**config.mk**
```make
export PLATFORM = sky130hd
export DESIGN_NAME = uart_frame_rx
export DESIGN_NICKNAME = d
export VERILOG_FILES = /design/src/rtl/uart_frame_rx.sv
export SDC_FILE = /design/constraint.sdc
export NUM_CORES = 1
export LEC_CHECK = 0
export CORE_ASPECT_RATIO = 0.6
export CORE_UTILIZATION = 50
export DETAILED_ROUTE_END_ITERATION = 8
export DONT_BUFFER_PORTS = 1
export PLACE_DENSITY = 0.69
export SKIP_CTS_REPAIR_TIMING = 1
export SYNTH_ARGS = -nofsm -noshare
export SYNTH_HDL_FRONTEND = slang
export SYNTH_SLANG_ARGS = --single-unit
```
**constraint.sdc**
```tcl
create_clock -name clk -period 8.45 [get_ports clk]
set_clock_uncertainty 0.2 [all_clocks]
set_input_delay 0.4225 -clock clk [delete_from_list [all_inputs] [get_ports clk]]
set_output_delay 0.4225 -clock clk [all_outputs]
set_load 0.02 [all_outputs]
```
**src/rtl/uart_frame_rx.sv**
```systemverilog
// uart_frame_rx: pulls bytes from the uart rx FIFO, hunts for SOF, buffers a
// LEN-byte payload, verifies the additive checksum and streams good payloads
// out on a valid/ready interface. Bad, oversize and stalled frames are
// dropped, flagged with a one-cycle error pulse and counted.
module uart_frame_rx #(
  parameter int                    DATA_WIDTH = 8,
  parameter int                    MAX_LEN    = 16,
  parameter logic [DATA_WIDTH-1:0] SOF        = 8'hA5,
  parameter int                    CNT_WIDTH  = 16,
  parameter int                    TIMEOUT    = 50000
) (
  input  logic                  clk,
  input  logic                  rst,
  input  logic [DATA_WIDTH-1:0] rx_data,
  input  logic                  rx_empty,
  output logic                  rx_read,
  output logic [DATA_WIDTH-1:0] frame_data,
  output logic                  frame_valid,
  input  logic                  frame_ready,
  output logic                  frame_last,
  output logic                  frame_ok,
  output logic                  err_chk,
  output logic                  err_len,
  output logic                  err_timeout,
  output logic [7:0]            err_count,
  output logic                  busy
);

  localparam int                    IDX_W     = (MAX_LEN > 1) ? $clog2(MAX_LEN) : 1;
  localparam logic [DATA_WIDTH-1:0] ZERO_B    = {DATA_WIDTH{1'b0}};
  localparam logic [DATA_WIDTH-1:0] ONE_B     = {{(DATA_WIDTH-1){1'b0}}, 1'b1};
  localparam logic [DATA_WIDTH-1:0] MAX_LEN_B = DATA_WIDTH'(MAX_LEN);
  localparam bit                    TMO_EN    = (TIMEOUT > 32'sd0);
  // Compare against TIMEOUT-1 on the current count so the pulse lands on the
  // same edge at which the counter would have reached TIMEOUT.
  localparam logic [CNT_WIDTH-1:0]  TMO_LAST  = TMO_EN ? CNT_WIDTH'(TIMEOUT - 1) : {CNT_WIDTH{1'b0}};
  localparam logic [CNT_WIDTH-1:0]  CNT_MAX   = {CNT_WIDTH{1'b1}};

  typedef enum logic [2:0] {
    S_HUNT    = 3'd0,
    S_LEN     = 3'd1,
    S_PAYLOAD = 3'd2,
    S_CHK     = 3'd3,
    S_EMIT    = 3'd4
  } state_t;

  // 8-bit wrapping checksum accumulate
  function automatic logic [DATA_WIDTH-1:0] chk_add(input logic [DATA_WIDTH-1:0] a,
                                                    input logic [DATA_WIDTH-1:0] b);
    return a + b;
  endfunction

  // saturating error counter increment
  function automatic logic [7:0] sat_inc8(input logic [7:0] v);
    return (v == 8'hFF) ? v : (v + 8'd1);
  endfunction

  state_t                  state_r, state_nxt_s;
  logic                    rd_wait_r;
  logic [DATA_WIDTH-1:0]   len_r, len_nxt_s;
  logic [DATA_WIDTH-1:0]   sum_r, sum_nxt_s;
  logic [IDX_W-1:0]        idx_r, idx_nxt_s, idx_inc_s;
  logic [CNT_WIDTH-1:0]    tmo_cnt_r, tmo_cnt_nxt_s;
  logic [DATA_WIDTH-1:0]   buf_r [MAX_LEN];
  logic                    buf_we_s;
  logic                    fetch_s, tmo_active_s, tmo_fire_s, idx_is_last_s;
  logic                    frame_valid_r, valid_nxt_s;
  logic [DATA_WIDTH-1:0]   frame_data_r, data_nxt_s;
  logic                    frame_last_r, last_nxt_s;
  logic                    frame_ok_r, ok_nxt_s;
  logic                    err_chk_r, err_chk_nxt_s;
  logic                    err_len_r, err_len_nxt_s;
  logic                    err_tmo_r, err_tmo_nxt_s;
  logic [7:0]              err_count_r;
  logic                    busy_r;

  // Fetch qualification and timeout expiry; a fetched byte beats expiry.
  always_comb begin
    fetch_s       = !rx_empty && !rd_wait_r && (state_r != S_EMIT);
    tmo_active_s  = (state_r == S_LEN) || (state_r == S_PAYLOAD) || (state_r == S_CHK);
    tmo_fire_s    = TMO_EN && tmo_active_s && !fetch_s && (tmo_cnt_r == TMO_LAST);
    idx_inc_s     = idx_r + {{(IDX_W-1){1'b0}}, 1'b1};
    idx_is_last_s = (DATA_WIDTH'(idx_r) == (len_r - ONE_B));
  end

  // Frame FSM next state, datapath updates and next registered outputs.
  always_comb begin
    state_nxt_s   = state_r;
    len_nxt_s     = len_r;
    sum_nxt_s     = sum_r;
    idx_nxt_s     = idx_r;
    buf_we_s      = 1'b0;
    valid_nxt_s   = 1'b0;
    data_nxt_s    = ZERO_B;
    last_nxt_s    = 1'b0;
    ok_nxt_s      = 1'b0;
    err_chk_nxt_s = 1'b0;
    err_len_nxt_s = 1'b0;
    err_tmo_nxt_s = 1'b0;
    case (state_r)
      S_HUNT: begin
        if (fetch_s && (rx_data == SOF)) begin
          state_nxt_s = S_LEN;
        end else begin
          state_nxt_s = S_HUNT;
        end
      end
      S_LEN: begin
        if (fetch_s) begin
          if ((rx_data != ZERO_B) && (rx_data <= MAX_LEN_B)) begin
            len_nxt_s   = rx_data;
            sum_nxt_s   = rx_data;
            idx_nxt_s   = {IDX_W{1'b0}};
            state_nxt_s = S_PAYLOAD;
          end else begin
            err_len_nxt_s = 1'b1;
            state_nxt_s   = S_HUNT;
          end
        end else if (tmo_fire_s) begin
          err_tmo_nxt_s = 1'b1;
          state_nxt_s   = S_HUNT;
        end else begin
          state_nxt_s = S_LEN;
        end
      end
      S_PAYLOAD: begin
        if (fetch_s) begin
          buf_we_s  = 1'b1;
          sum_nxt_s = chk_add(sum_r, rx_data);
          if (idx_is_last_s) begin
            state_nxt_s = S_CHK;
          end else begin
            idx_nxt_s = idx_inc_s;
          end
        end else if (tmo_fire_s) begin
          err_tmo_nxt_s = 1'b1;
          state_nxt_s   = S_HUNT;
        end else begin
          state_nxt_s = S_PAYLOAD;
        end
      end
      S_CHK: begin
        if (fetch_s) begin
          if (chk_add(sum_r, rx_data) == ZERO_B) begin
            state_nxt_s = S_EMIT;
            idx_nxt_s   = {IDX_W{1'b0}};
            valid_nxt_s = 1'b1;
            data_nxt_s  = buf_r[{IDX_W{1'b0}}];
            last_nxt_s  = (len_r == ONE_B);
          end else begin
            err_chk_nxt_s = 1'b1;
            state_nxt_s   = S_HUNT;
          end
        end else if (tmo_fire_s) begin
          err_tmo_nxt_s = 1'b1;
          state_nxt_s   = S_HUNT;
        end else begin
          state_nxt_s = S_CHK;
        end
      end
      S_EMIT: begin
        if (frame_ready) begin
          if (frame_last_r) begin
            ok_nxt_s    = 1'b1;
            state_nxt_s = S_HUNT;
          end else begin
            idx_nxt_s   = idx_inc_s;
            valid_nxt_s = 1'b1;
            data_nxt_s  = buf_r[idx_inc_s];
            last_nxt_s  = (DATA_WIDTH'(idx_inc_s) == (len_r - ONE_B));
          end
        end else begin
          valid_nxt_s = 1'b1;
          data_nxt_s  = frame_data_r;
          last_nxt_s  = frame_last_r;
        end
      end
      default: begin
        state_nxt_s = S_HUNT;
      end
    endcase
  end

  // Inter-byte timer: cleared by a fetch, by any state change or when idle.
  always_comb begin
    if (!tmo_active_s || fetch_s || (state_nxt_s != state_r)) begin
      tmo_cnt_nxt_s = {CNT_WIDTH{1'b0}};
    end else if (tmo_cnt_r != CNT_MAX) begin
      tmo_cnt_nxt_s = tmo_cnt_r + {{(CNT_WIDTH-1){1'b0}}, 1'b1};
    end else begin
      tmo_cnt_nxt_s = tmo_cnt_r;
    end
  end

  // Control state; rd_wait comes out of reset set so nothing pops during reset.
  always_ff @(posedge clk or negedge rst) begin
    if (!rst) begin
      state_r   <= S_HUNT;
      rd_wait_r <= 1'b1;
      len_r     <= ZERO_B;
      sum_r     <= ZERO_B;
      idx_r     <= {IDX_W{1'b0}};
      tmo_cnt_r <= {CNT_WIDTH{1'b0}};
    end else begin
      state_r   <= state_nxt_s;
      rd_wait_r <= fetch_s;
      len_r     <= len_nxt_s;
      sum_r     <= sum_nxt_s;
      idx_r     <= idx_nxt_s;
      tmo_cnt_r <= tmo_cnt_nxt_s;
    end
  end

  // Payload buffer; contents are don't-care after reset.
  always_ff @(posedge clk) begin
    if (buf_we_s) begin
      buf_r[idx_r] <= rx_data;
    end
  end

  // Registered stream, status pulses and saturating error count.
  always_ff @(posedge clk or negedge rst) begin
    if (!rst) begin
      frame_valid_r <= 1'b0;
      frame_data_r  <= ZERO_B;
      frame_last_r  <= 1'b0;
      frame_ok_r    <= 1'b0;
      err_chk_r     <= 1'b0;
      err_len_r     <= 1'b0;
      err_tmo_r     <= 1'b0;
      err_count_r   <= 8'h00;
      busy_r        <= 1'b0;
    end else begin
      frame_valid_r <= valid_nxt_s;
      frame_data_r  <= data_nxt_s;
      frame_last_r  <= last_nxt_s;
      frame_ok_r    <= ok_nxt_s;
      err_chk_r     <= err_chk_nxt_s;
      err_len_r     <= err_len_nxt_s;
      err_tmo_r     <= err_tmo_nxt_s;
      busy_r        <= (state_nxt_s != S_HUNT);
      if (err_chk_nxt_s || err_len_nxt_s || err_tmo_nxt_s) begin
        err_count_r <= sat_inc8(err_count_r);
      end
    end
  end

  assign rx_read     = fetch_s;
  assign frame_data  = frame_data_r;
  assign frame_valid = frame_valid_r;
  assign frame_last  = frame_last_r;
  assign frame_ok    = frame_ok_r;
  assign err_chk     = err_chk_r;
  assign err_len     = err_len_r;
  assign err_timeout = err_tmo_r;
  assign err_count   = err_count_r;
  assign busy        = busy_r;

endmodule

```
==> summary by stage, run 1 <==
Run status
The run finished with clean final reports.

Logic synthesis
The count of yosys warnings during synthesis is 0. The number of nets handed over by synthesis was a little over 600. Of the synthesized area, sequential elements account for 63.5%. Each instance of the synthesized netlist takes up on average 14.6 sq um. The count of distinct cell types in the synthesized netlist is 70.

The prevailing post-synth register cell is sky130_fd_sc_hd__edfxtp_1. Counting flops with a built-in enable in the synthesized netlist gives 128. In the synthesized netlist the async set-or-reset flop fraction comes to roughly 33%. After synthesis the cells add up to roughly 8500 sq um. In this run, synthesis produced a sequential element count of approximately 190. The count of mapped cells out of synthesis is just under 600.

Flow run
The number of max-cap violations is 0.

Global route
The overall routing resource usage is around 22%. The number of global-route vias before repair is 4870. Summed over all layers, the global routing overflow is 0. The wire length of the first global-routing pass is between 20 and 30 mm.

The initial antenna violation count is 0. Entering global routing, the biggest net connects between 60 and 70 pins.

Cells and area
At the end of the flow the core is filled with cells to roughly 58%. The library cells used most frequently in the layout, excluding fill and tap cells, are 128 x sky130_fd_sc_hd__edfxtp_1, 61 x sky130_fd_sc_hd__dfrtp_1, 51 x sky130_fd_sc_hd__nor2_1. The total non-filler cell area in the finished layout is 9500 sq um. The final cell count without fillers is 842. In the final design database the tool counted about 630 nets. From synthesis to final layout, the design area changed by 11.2%.

The fraction of final layout cells with drive strength greater than 1 is 14.8%. The antenna cell count is 0. The library cell used most frequently in the layout, excluding fill and tap cells, is sky130_fd_sc_hd__edfxtp_1.

CTS
The total clock buffers created by CTS is 17. After clock tree synthesis, the clock-pin slew on the worst setup and hold paths is approximately 0.070 ns. The number of sinks driven by the clock tree is between 150 and 200. The maximum number of buffers from clock root to sink is 2.

The CTS H-tree depth is 4. The clock latency at the later pin of the worst-skew pair is 0.43 ns. The root buffer cell chosen for the clock tree is sky130_fd_sc_hd__clkbuf_16.

TritonCTS built the clock tree.

Power and ir drop
IR analysis of the VDD net gives a maximum drop of about 150 uV. The analysis attributes to net switching a power of between 0.0005 and 0.0006 W. The internal power consumption is approximately 0.0016 W. Dividing total power by cell area gives a power density of approximately 230 nW/um^2. The share of total power in the clock network is 36.1%.

The share of total power dissipated in sequential elements is 47.0%. The leakage dissipation is around 3.4 nW. In this run switching power makes up 25.7% of total power.

Combinational logic is responsible for between 10% and 20% of the overall power.

Routing
Once detail routing completed, the nets flagged for antenna violations numbered 0. Summed over all layers, the routed wires come to around 19 mm. The number of optimization iterations in the first detailed-route pass is 6.

The via count of the routed design is 5099. The per-cell via count in the routed design is about 6.1. In the final routed layout, each cell accounts on average for ~23 um. The DRC violation total after the first TritonRoute iteration is ~500.

The total DRC errors in the routed layout is 0.

Place
Counting tap cells, the placed design contains a total of 798 instances. The total half-perimeter wirelength after legalization and detailed placement is 12.2 mm. The setup slack after placement is approximately 5.2 ns. Buffers placed on the I/O ports in this run total 0.

The placed instances occupy a cell area of slightly below 9000 sq um. The congestion estimate from routability-driven global placement came to approximately 0.81.

Critical path
In this run the worst path has a maximum fanout of 38. The number of buffers and inverters on the critical path is 2. The startpoint type of the worst setup path is a flop. The arrival time of data at the critical path endpoint is between 3 and 4 ns. Traced cell by cell, the critical path runs through buf_4, ha_1, xor2_2, buf_4, nor2b_1, a211oi_1, a211oi_1, a221o_1. Broken down by cell family, the worst path's largest delay share belongs to buffers and inverters.

The required time reported for the critical path endpoint is roughly 8.6 ns. The delay of the slowest cell on the worst path is 0.65 ns. The slowest stage of the critical path belongs to the cell sky130_fd_sc_hd__xor2_2.

The worst setup path is of the reg2reg kind. STA classifies the critical path endpoint as a flop.

STA
In the finished design, the share of the clock period the worst path needs comes to about two fifths. Derived from the worst setup path, the maximum achievable clock frequency is about 310 MHz. The final total negative setup slack is 0 ns. The worst relative slew slack is under 10%.

The hold violation total from the final report is 0. The final critical-path required period is 3.27 ns. Setup repair after global routing left no endpoint under its margin.

The total of endpoints with negative setup slack in the final report is 0. The slew at the pin closest to its max-slew limit is 1.37 ns. The number of slew-limit violations in the final report was 0.

The worst path meets setup with 5.18 ns of slack.

Die
The standard-cell row count is 36. The number of I/O pins is 36. The total area inside the core boundary comes to ~16000 sq um. The x dimension of the die is around 170 um.

The die height is around 100 um. The starting utilization of the core area is a little over 50%. The die footprint is roughly 18000 sq um.

Hold path
The path type of the worst min-delay path is in2reg.
## area by class of cell
| class | count | area (sq um) |
|---|---|---|
| Clock inverter | 13 | 136 |
| Timing Repair Buffer | 19 | 190 |
| Fill cell | 1251 | 6940 |
| Tap cell | 228 | 285 |
| Inverter | 7 | 26.3 |
| Multi-Input combinational cell | 365 | 3000 |
| Clock buffer | 19 | 433 |
| Sequential cell | 191 | 5420 |
## worst register-to-register path: cells and delay by family (launching register included)
family                   cells  cell delay, ns
XOR/XNOR                     1            0.65
flip-flops                   1            0.35
AND/OR/NAND/NOR              1            0.08
AO/OA/AOI/OAI                3            0.60
adder cells (fa/ha/maj)      1            0.38
buffers and inverters        2            0.91
## Yosys cell counts (all sizes together), types with 13 or more instances
| cell type | instances | area (sq um) |
|---|---|---|
| a211oi | 18 | 140 |
| a21oi | 19 | 98.9 |
| buf | 13 | 71.3 |
| dfrtp | 62 | 1550 |
| edfxtp | 128 | 3840 |
| ha | 15 | 188 |
| mux4 | 32 | 721 |
| nand2 | 46 | 173 |
| nand3 | 17 | 85.1 |
| nor2 | 51 | 191 |
| nor2b | 14 | 87.6 |
| xnor2 | 14 | 141 |
| xor2 | 23 | 209 |
## registers in the layout, indices dropped and copies added (netlist names), 3 cells and up
signal / cells
buf_r: 128
tmo_cnt_r: 16
err_count: 8
frame_data: 8
len_r: 8
sum_r: 8
idx_r: 4
state_r: 3
## routing by layer
layer / part of all wire (%) / GRT usage [%] / wire (um) / up-vias
met4: 0.65 / 5.20 / 124 / 0
met5: 0 / 0 / 0 / -
met2: 42 / 30.6 / 8100 / 214
met1: 49 / 35.8 / 9300 / 2616
met3: 8.4 / 5.21 / 1610 / 9
li1: - / - / - / 2260
## cell families (layout without fill, tap and decap cells)
family	Yosys count	after routing	share of synthesized area (%)
DFF	191	191	63.5
and+or+nand+nor	182	182	10.6
AOI/OAI and AO/OA	80	80	7.15
muxes	50	50	10.7
xor gates and xnor gates	37	37	4.10
buffers and inverters	29	58	1.54
adders and majority gates	16	16	2.43
## power groups by stage
stage               clock network [W]  registers (W)  logic (W)
global route                 0.000835        0.00103   0.000400
detailed placement                  0        0.00105   0.000348
floorplan                           0        0.00105   0.000288
finish                       0.000793        0.00103   0.000370
global placement                    0        0.00105   0.000338
CTS                          0.000797        0.00103   0.000349
## through the flow
stage	hold WS (ns)	power, W
after floorplan	-0.0731	0.00134
after global placement	-0.0718	0.00139
after detailed placement	-0.0693	0.00140
after CTS	-0.525	0.00218
after global routing	0.0225	0.00227
final	0.0150	0.00219
## final timing paths
path / cells after the start / to / slack, ns / from
max: 8 / frame_data[0] / 5.18 / idx_r[0]
min: 2 / sum_r[3] / 0.01 / rx_data[3]
max reg2reg: 8 / frame_data[0] / 5.18 / idx_r[0]
min reg2reg: 2 / frame_data[5] / 0.27 / buf_r[0][5]
max in group asynchronous: 2 / rd_wait_r / 7.38 / rst
min in group asynchronous: 2 / state_r[1] / 0.38 / rst
(Power assumes the default switching activity.)
==> run 2: changes to the inputs <==
==> constraint.sdc (replaced) <==
create_clock -name clk -period 3.2 [get_ports clk]
set_clock_uncertainty 0.2 [all_clocks]
set_input_delay 0.16 -clock clk [delete_from_list [all_inputs] [get_ports clk]]
set_output_delay 0.16 -clock clk [all_outputs]
set_load 0.02 [all_outputs]
==> run 2 against run 1 <==
Net effect: the flow now finishes with violations (hold timing); via count grew 0.29%; register-to-register slack got worse by 5.0 ns; die area did not move; clock power grew to 2.6 times the previous value; worst hold slack got worse by 0.033 ns; design area increased by 2.1%; count of clock-buffer cells in the layout shrank 1; setup slack worse by 5.0 ns; sequential power rose to 2.7 times the previous value; non-clock buffer count increased by 24; sequential share of layout area decreased by 1.2 points; combinational power rose to 2.9 times the previous value; critical path type unchanged; largest power group unchanged.
==> summary by stage, run 2 (synthesis results as in run 1) <==
Critical path
The number of buffers and inverters on the critical path is 0 (-2). Among cell families on the critical path, the largest total delay comes from compound AO/OA/AOI/OAI gates. The signal on the critical path passes through ha_1, fa_1, a211o_1, a21o_1, a21oi_1, o2111ai_4, o21ai_4, a21oi_1, mux2_1. The arrival time of data at the critical path endpoint was 3.16 ns (-0.23 ns). The critical-path cell with the highest stage delay is sky130_fd_sc_hd__fa_1. The logic depth of the worst setup path including buffers is 9 (+1). The path depth of the worst reg2reg path is 9 (+1). The worst setup path is captured at a flop. The critical path in this run is classified as reg2reg.

The most used cell along the critical path is sky130_fd_sc_hd__a21oi_1. The required time reported for the critical path endpoint is 3.32 ns (-5.24 ns). The worst setup path is launched from a flop. The largest fanout on the critical path came to 8 (-79%).

The slack of the worst reg-to-reg path is 0.15 ns (-5.02 ns). The delay of the slowest cell on the worst path was 0.42 ns (-0.23 ns).

Routing
The met1 wire length is 9.36 mm (+0.63%). The final antenna-violating net count is 0 (unchanged). The via count of the routed design is 5114 (+0.29%). The total DRC errors in the routed layout is 0 (unchanged). The per-cell via count in the routed design is 5.88 (-2.8%). The detailed-routed wire length on met3 was 1.52 mm (-5.5%). The DRC violation total after the first TritonRoute iteration is 533 (+4.9%). After detailed routing, no signal wire sits above met4. The final wirelength is 19.5 mm (+1.9%).

The met2 layer wire length in the routed design came to 8.30 mm (+2.6%). The routed wirelength normalized by instance count is 22.4 um (-1.2%). The number of optimization iterations in the first detailed-route pass is 5 (-1).

Cells and area
The number of nets in the final layout is 653 (+3.8%). The combined area of the multi-input logic cells is 3010 sq um (+0.12%). The final cell count without fillers is 869 (+3.2%). The number of fill cells in the layout is 1215 (-2.9%). The library cell used most frequently in the layout, excluding fill and tap cells, is sky130_fd_sc_hd__edfxtp_1.

The total non-filler cell area in the finished layout came to 9700 sq um (+2.1%). The sequential standard cell area is 5420 sq um (unchanged). The fraction of final layout cells with drive strength greater than 1 is 18.2% (+3.4 points). The register with the highest flop count is buf_r. The number of flip-flops under the largest register name is 128 (unchanged). In the final layout, the registers with the most flip-flops are buf_r x128, tmo_cnt_r x16.

The top cell types in the final layout, fill and taps aside, are 128 x sky130_fd_sc_hd__edfxtp_1, 61 x sky130_fd_sc_hd__dfrtp_1, 51 x sky130_fd_sc_hd__nor2_1. The area overhead of the layout relative to synthesis is 13.6%.

Die
The die footprint was 17600 sq um (unchanged). The x dimension of the die came to 171 um (unchanged). The starting utilization of the core area is 51.9% (unchanged). The number of I/O pins is 36 (unchanged). The standard-cell row count is 36 (unchanged). The die height came to 103 um (unchanged). The core box area is 16400 sq um (unchanged).

STA
Setup repair after global routing left no endpoint under its margin. The slew at the pin closest to its max-slew limit is 0.973 ns (-0.398 ns). The worst relative slew slack was 34.9% (+27 points). The share of the clock period used by the worst path is 95.2% (+56 points). The hold violation total from the final report is 7 (+7). The tightest hold margin is -0.0182 ns (-0.0332 ns). The final total negative setup slack is 0 ns (unchanged). The highest clock rate came to 328 MHz (+7.4%). The total of endpoints with negative setup slack in the final report is 0 (unchanged). The number of slew-limit violations in the final report is 0 (unchanged). The final critical-path required period was 3.05 ns (-0.226 ns).

CTS
The CTS tree is yes. The clock latency at the later pin of the worst-skew pair was 0.44 ns (about the same). The post-CTS clock slew at the launch and capture registers of the worst setup and hold paths is 0.07 ns (about the same). The maximum number of buffers from clock root to sink is 2 (unchanged). The total clock buffers created by CTS is 17 (unchanged). The number of sinks driven by the clock tree came to 191 (unchanged). The CTS H-tree depth is 4 (unchanged). The tree is rooted in a sky130_fd_sc_hd__clkbuf_16.

Global route
The total overflow reported by the global router was 0 (unchanged). The wire length of the first global-routing pass was 28.6 mm (+0.58%). The overall routing resource usage is 23.0% (+0.60 points).

The number of global-route vias before repair is 4800 (-1.4%). The largest net degree at the start of global routing is 64 (unchanged). The initial antenna violation count was 1 (+1).

Place
The port buffer count was 0 (unchanged). The total half-perimeter wirelength after legalization and detailed placement was 12.1 mm (-1.2%). The instance area after placement is 8940 sq um (+1.7%).

The placer congestion estimate is 0.873 (+7.2%). The post-placement cell count is 819 (+2.6%).

Power and ir drop
The switching power share of the total is 27.7% (+2.0 points). The internal power consumption was 0.00427 W (+160%). The power dissipated by switching net loads came to 0.00164 W (+190%).

The part of the total power dissipated in sequential elements is 46.4% (-0.6 points). The logic gate share of total power is 18.0% (+1.1 points). The cell area power density is 609 nW/um^2 (+160%). The share of total power in the clock network is 35.6% (-0.5 points). The worst voltage drop across the vdd grid is 372 uV (+140%). The leakage dissipation is 3.49 nW (+3.9%).

Hold path
The number of stages on the worst hold path was 3 (+1). The path type of the worst min-delay path is in2reg.

Run status
The final reports fail on hold timing. The flow ran to the end, but the final reports show violations.

Flow run
The number of max-cap violations is 0 (unchanged).
run 2: cell count changes in the layout (fill, tap and decap cells not counted), moves of 2 or more:
cell                            previous run  this run
sky130_fd_sc_hd__buf_4                     7        28
sky130_fd_sc_hd__diode_2                   0         3
sky130_fd_sc_hd__inv_6                     2         5
sky130_fd_sc_hd__clkinv_2                  0         2
sky130_fd_sc_hd__dlygate4sd3_1            11        14
sky130_fd_sc_hd__inv_8                     2         4
sky130_fd_sc_hd__clkinv_1                  4         0
run 2: worst reg2reg max path, cell delays in order (launching register included):
cell and delay [ns]:
sky130_fd_sc_hd__dfrtp_1 0.39, sky130_fd_sc_hd__ha_1 0.22, sky130_fd_sc_hd__fa_1 0.42, sky130_fd_sc_hd__a211o_1 0.29, sky130_fd_sc_hd__a21o_1 0.18, sky130_fd_sc_hd__a21oi_1 0.27
sky130_fd_sc_hd__o2111ai_4 0.21, sky130_fd_sc_hd__o21ai_4 0.29, sky130_fd_sc_hd__a21oi_1 0.13, sky130_fd_sc_hd__mux2_1 0.33
run 2: worst paths after layout:
kind,from,endpoint
setup / recovery,sum_r[0],err_count[6]
hold / removal,rx_data[1],sum_r[1]
setup reg to reg,sum_r[0],err_count[6]
hold reg to reg,buf_r[0][1],frame_data[1]
max in group asynchronous,rst,rd_wait_r
min in group asynchronous,rst,sum_r[5]
run 2: power by group through the flow:
stage	sequential [W]	combinational (W)	clock, W
floorplan	0.00277	0.000761	0
global placement	0.00279	0.000961	0
detailed placement	0.00280	0.000985	0
CTS	0.00274	0.000988	0.00213
global route	0.00275	0.00114	0.00224
finish	0.00274	0.00106	0.00210
run 2: final cells by class:
type,instances,share of cell area [%]
repair buffers,43,3.90
flip-flops and latches,191,55.9
diodes,3,0.0774
well taps,228,2.94
inverters,7,0.271
multi-input cells,365,31.0
clock buffers,18,4.42
clock inverters,14,1.48
run 2: metal layers:
| layer | vias up | GRT usage [%] |
|---|---|---|
| met2 | 183 | 32.2 |
| met1 | 2609 | 35.4 |
| met3 | 23 | 5.59 |
| met5 | - | 0 |
| met4 | 0 | 7.00 |
| li1 | 2299 | - |
run 2: per-stage QoR:
stage	util (%)	total power, W	hold WS, ns	setup slack (ns)
global placement	54.4	0.00375	-0.331	0.277
global route	59.0	0.00613	0.00765	0.0179
detailed placement	54.4	0.00378	-0.332	0.159
floorplan	-	0.00353	-0.336	0.0481
finish	59.0	0.00591	-0.0182	0.155
CTS	57.9	0.00586	-0.799	0.149
==> run 3: changes to the inputs <==
--- a/config.mk
+++ b/config.mk
@@ -9,7 +9,8 @@
 export CORE_UTILIZATION = 50
 export DETAILED_ROUTE_END_ITERATION = 8
 export DONT_BUFFER_PORTS = 1
-export PLACE_DENSITY = 0.69
+export PLACE_DENSITY = 0.72
+export SETUP_SLACK_MARGIN = 0.02
 export SKIP_CTS_REPAIR_TIMING = 1
 export SYNTH_ARGS = -nofsm -noshare
 export SYNTH_HDL_FRONTEND = slang
==> constraint.sdc (replaced) <==
create_clock -name clk -period 2.49 [get_ports clk]
set_clock_uncertainty 0.2 [all_clocks]
set_input_delay 0.1245 -clock clk [delete_from_list [all_inputs] [get_ports clk]]
set_output_delay 0.1245 -clock clk [all_outputs]
set_load 0.02 [all_outputs]
==> run 3 against run 2 <==
Net effect: the run ends with hold timing, setup timing left; final cell count increased by 3.8%; sequential share of layout area is 2.1 points lower; critical path depth did not move; critical path type unchanged; sequential power rose by 28%; design area rose by 3.9%; first-iteration DRC count fell by 34%; critical endpoint unchanged; flip-flop and latch count is the same; combinational power is 38% higher; routed wire length decreased by 1.2%; fmax up 7.1%.
==> summary by stage, run 3 (synthesis results as in run 1) <==
Cells and area
The sequential standard cell area came to 5420 sq um (unchanged). The combined area of the multi-input logic cells was 3100 sq um (+3.0%). The final core utilization is 61.3% (+2.3 points). The area overhead of the layout relative to synthesis is 18.1%. The top cell types in the final layout, fill and taps aside, are 128 x sky130_fd_sc_hd__edfxtp_1, 61 x sky130_fd_sc_hd__dfrtp_1, 61 x sky130_fd_sc_hd__buf_4. The number of nets in the final layout is 687 (+5.2%). The most common library cell in the layout ignoring fill and taps is sky130_fd_sc_hd__edfxtp_1. The register with the highest flop count is buf_r. The fraction of final layout cells with drive strength greater than 1 is 25.3% (+7.1 points). The largest registers in the layout are buf_r x128, tmo_cnt_r x16.

The number of flip-flops under the largest register name was 128 (unchanged). The number of fill cells in the layout is 1199 (-1.3%).

Critical path
The slack of the worst reg-to-reg path is -0.35 ns (-0.51 ns). The required time reported for the critical path endpoint came to 2.60 ns (-0.72 ns). The kind of critical path is reg2reg. The largest fanout on the critical path is 5 (-3).

The path depth of the worst reg2reg path came to 9 (unchanged). The arrival time of data at the critical path endpoint is 2.95 ns (-0.21 ns). STA classifies the critical path endpoint as a flop.

The startpoint type of the worst setup path is a flop.

Global route
The initial antenna violation count is 0 (-1). The global-route track usage on met2 came to 36.6% (+4.4 points). The largest net degree at the start of global routing came to 64 (unchanged). The total overflow reported by the global router is 0 (unchanged). The overall routing resource usage is 23.0% (+0.060 points).

The met1 track utilization from global routing is 32.9% (-2.5 points). The layer flagged by global routing as most heavily used is met2. The wire length of the first global-routing pass is 29.4 mm (+2.9%).

The global-route met3 utilization was 4.57% (-1.0 points). The number of global-route vias before repair is 5369 (+12%).

STA
The total of endpoints with negative setup slack in the final report is 25 (+25). The worst relative slew slack was 43.8% (+8.9 points). The highest clock rate is 352 MHz (+7.1%). The setup slack of the critical path after layout is -0.353 ns (-0.508 ns). The tightest hold margin was -0.415 ns (-0.397 ns). The hold violation total from the final report was 36 (+29). The final critical-path required period is 2.84 ns (-0.202 ns).

The number of slew-limit violations in the final report is 0 (unchanged). The share of the clock period used by the worst path is 114% (+19 points). The slew at the pin closest to its max-slew limit is 0.840 ns (-0.133 ns).

Setup repair after global routing could not meet its margin everywhere.

CTS
The total clock buffers created by CTS is 17 (unchanged). The CTS H-tree depth was 4 (unchanged). The CTS tree is yes. The post-CTS clock slew at the launch and capture registers of the worst setup and hold paths is 0.08 ns (about the same).

The cell sitting at the root of the clock tree is a sky130_fd_sc_hd__clkbuf_16. The clock latency at the later pin of the worst-skew pair is 0.43 ns (about the same). The maximum number of buffers from clock root to sink was 2 (unchanged). The number of sinks driven by the clock tree is 191 (unchanged).

Power and ir drop
The leakage dissipation is 3.67 nW (+5.3%). The cell area power density was 758 nW/um^2 (+24%). The overall power is 0.00764 W (+29%). The worst voltage drop across the vdd grid is 437 uV (+17%).

Routing
The total DRC errors in the routed layout is 0 (unchanged). The DRC violation total after the first TritonRoute iteration is 353 (-34%). The final wirelength is 19.3 mm (-1.2%). The final antenna-violating net count is 0 (unchanged). The per-cell via count in the routed design is 5.89 (about the same). The via count of the routed design is 5313 (+3.9%). The routed wirelength normalized by instance count is 21.4 um (-4.8%). The number of optimization iterations in the first detailed-route pass is 5 (unchanged).

Die
The x dimension of the die is 171 um (unchanged). The number of I/O pins was 36 (unchanged). The starting utilization of the core area was 51.9% (unchanged). The die footprint was 17600 sq um (unchanged). The standard-cell row count is 36 (unchanged). The die height is 103 um (unchanged). The core box area came to 16400 sq um (unchanged).

Hold path
The number of stages on the worst hold path is 0 (-3). The path type of the worst min-delay path is in2reg.

Run status
The checks that failed: hold timing, setup timing. The run finished, with violations left.

Place
The port buffer count came to 0 (unchanged). The total half-perimeter wirelength after legalization and detailed placement is 12.5 mm (+3.0%). The placer congestion estimate is 0.853 (-2.3%).

Flow run
The number of max-cap violations is 0 (unchanged).
## run 3: cell count changes in the layout (fill, tap and decap cells not counted), sizes merged
cell,before,now
inv,16,17
diode,3,2
buf,29,65
bufinv,1,0
clkinv,2,4
dlygate4sd3,14,12
clkinvlp,2,0
## run 3: per-stage QoR
stage	area (sq um)	setup TNS, ns	setup WS (ns)	instances
after floorplan	8640	-0.925	-0.105	585
after global placement	9270	-3.45	-0.250	853
after detailed placement	9270	-5.46	-0.322	853
after CTS	9860	-5.93	-0.347	885
after global routing	10100	-9.45	-0.447	900
final	10100	-6.82	-0.353	902
## run 3: cell type report
cell class | count | area share (%)
Sequential cell | 191 | 53.8
Clock buffer | 18 | 4.26
Multi-Input combinational cell | 365 | 30.7
Clock inverter | 14 | 1.54
Tap cell | 228 | 2.83
Timing Repair Buffer | 77 | 6.52
Antenna cell | 2 | 0.0496
Inverter | 7 | 0.285
## run 3: worst paths after layout
check                            start            end
max reg2reg                   sum_r[0]   err_count[6]
min                         rx_data[0]    buf_r[3][0]
max                           sum_r[0]   err_count[6]
min reg2reg                buf_r[0][4]  frame_data[4]
max in group asynchronous          rst      rd_wait_r
min in group asynchronous          rst   err_count[1]
## run 3: critical path, cell delays in order, from the launching register on
cell and delay [ns]:
sky130_fd_sc_hd__dfrtp_1 0.40, sky130_fd_sc_hd__ha_2 0.20, sky130_fd_sc_hd__fa_2 0.36, sky130_fd_sc_hd__a211o_1 0.28, sky130_fd_sc_hd__a21o_1 0.19, sky130_fd_sc_hd__a21oi_2 0.19, sky130_fd_sc_hd__o2111ai_4 0.19, sky130_fd_sc_hd__o21ai_4 0.27
sky130_fd_sc_hd__a21oi_1 0.10, sky130_fd_sc_hd__mux2_1 0.34
## run 3: power by group
| group | internal [W] | total [W] | switching, W |
|---|---|---|---|
| combinational | 0.000759 | 0.00146 | 0.000699 |
| clock | 0.00136 | 0.00268 | 0.00132 |
| sequential | 0.00344 | 0.00350 | 0.0000643 |
## run 3: routing by layer
| metal | up-vias | wire length (um) |
|---|---|---|
| met5 | - | 0 |
| met4 | 0 | 227 |
| met3 | 23 | 1430 |
| met2 | 190 | 8840 |
| met1 | 2732 | 8780 |
| li1 | 2368 | - |
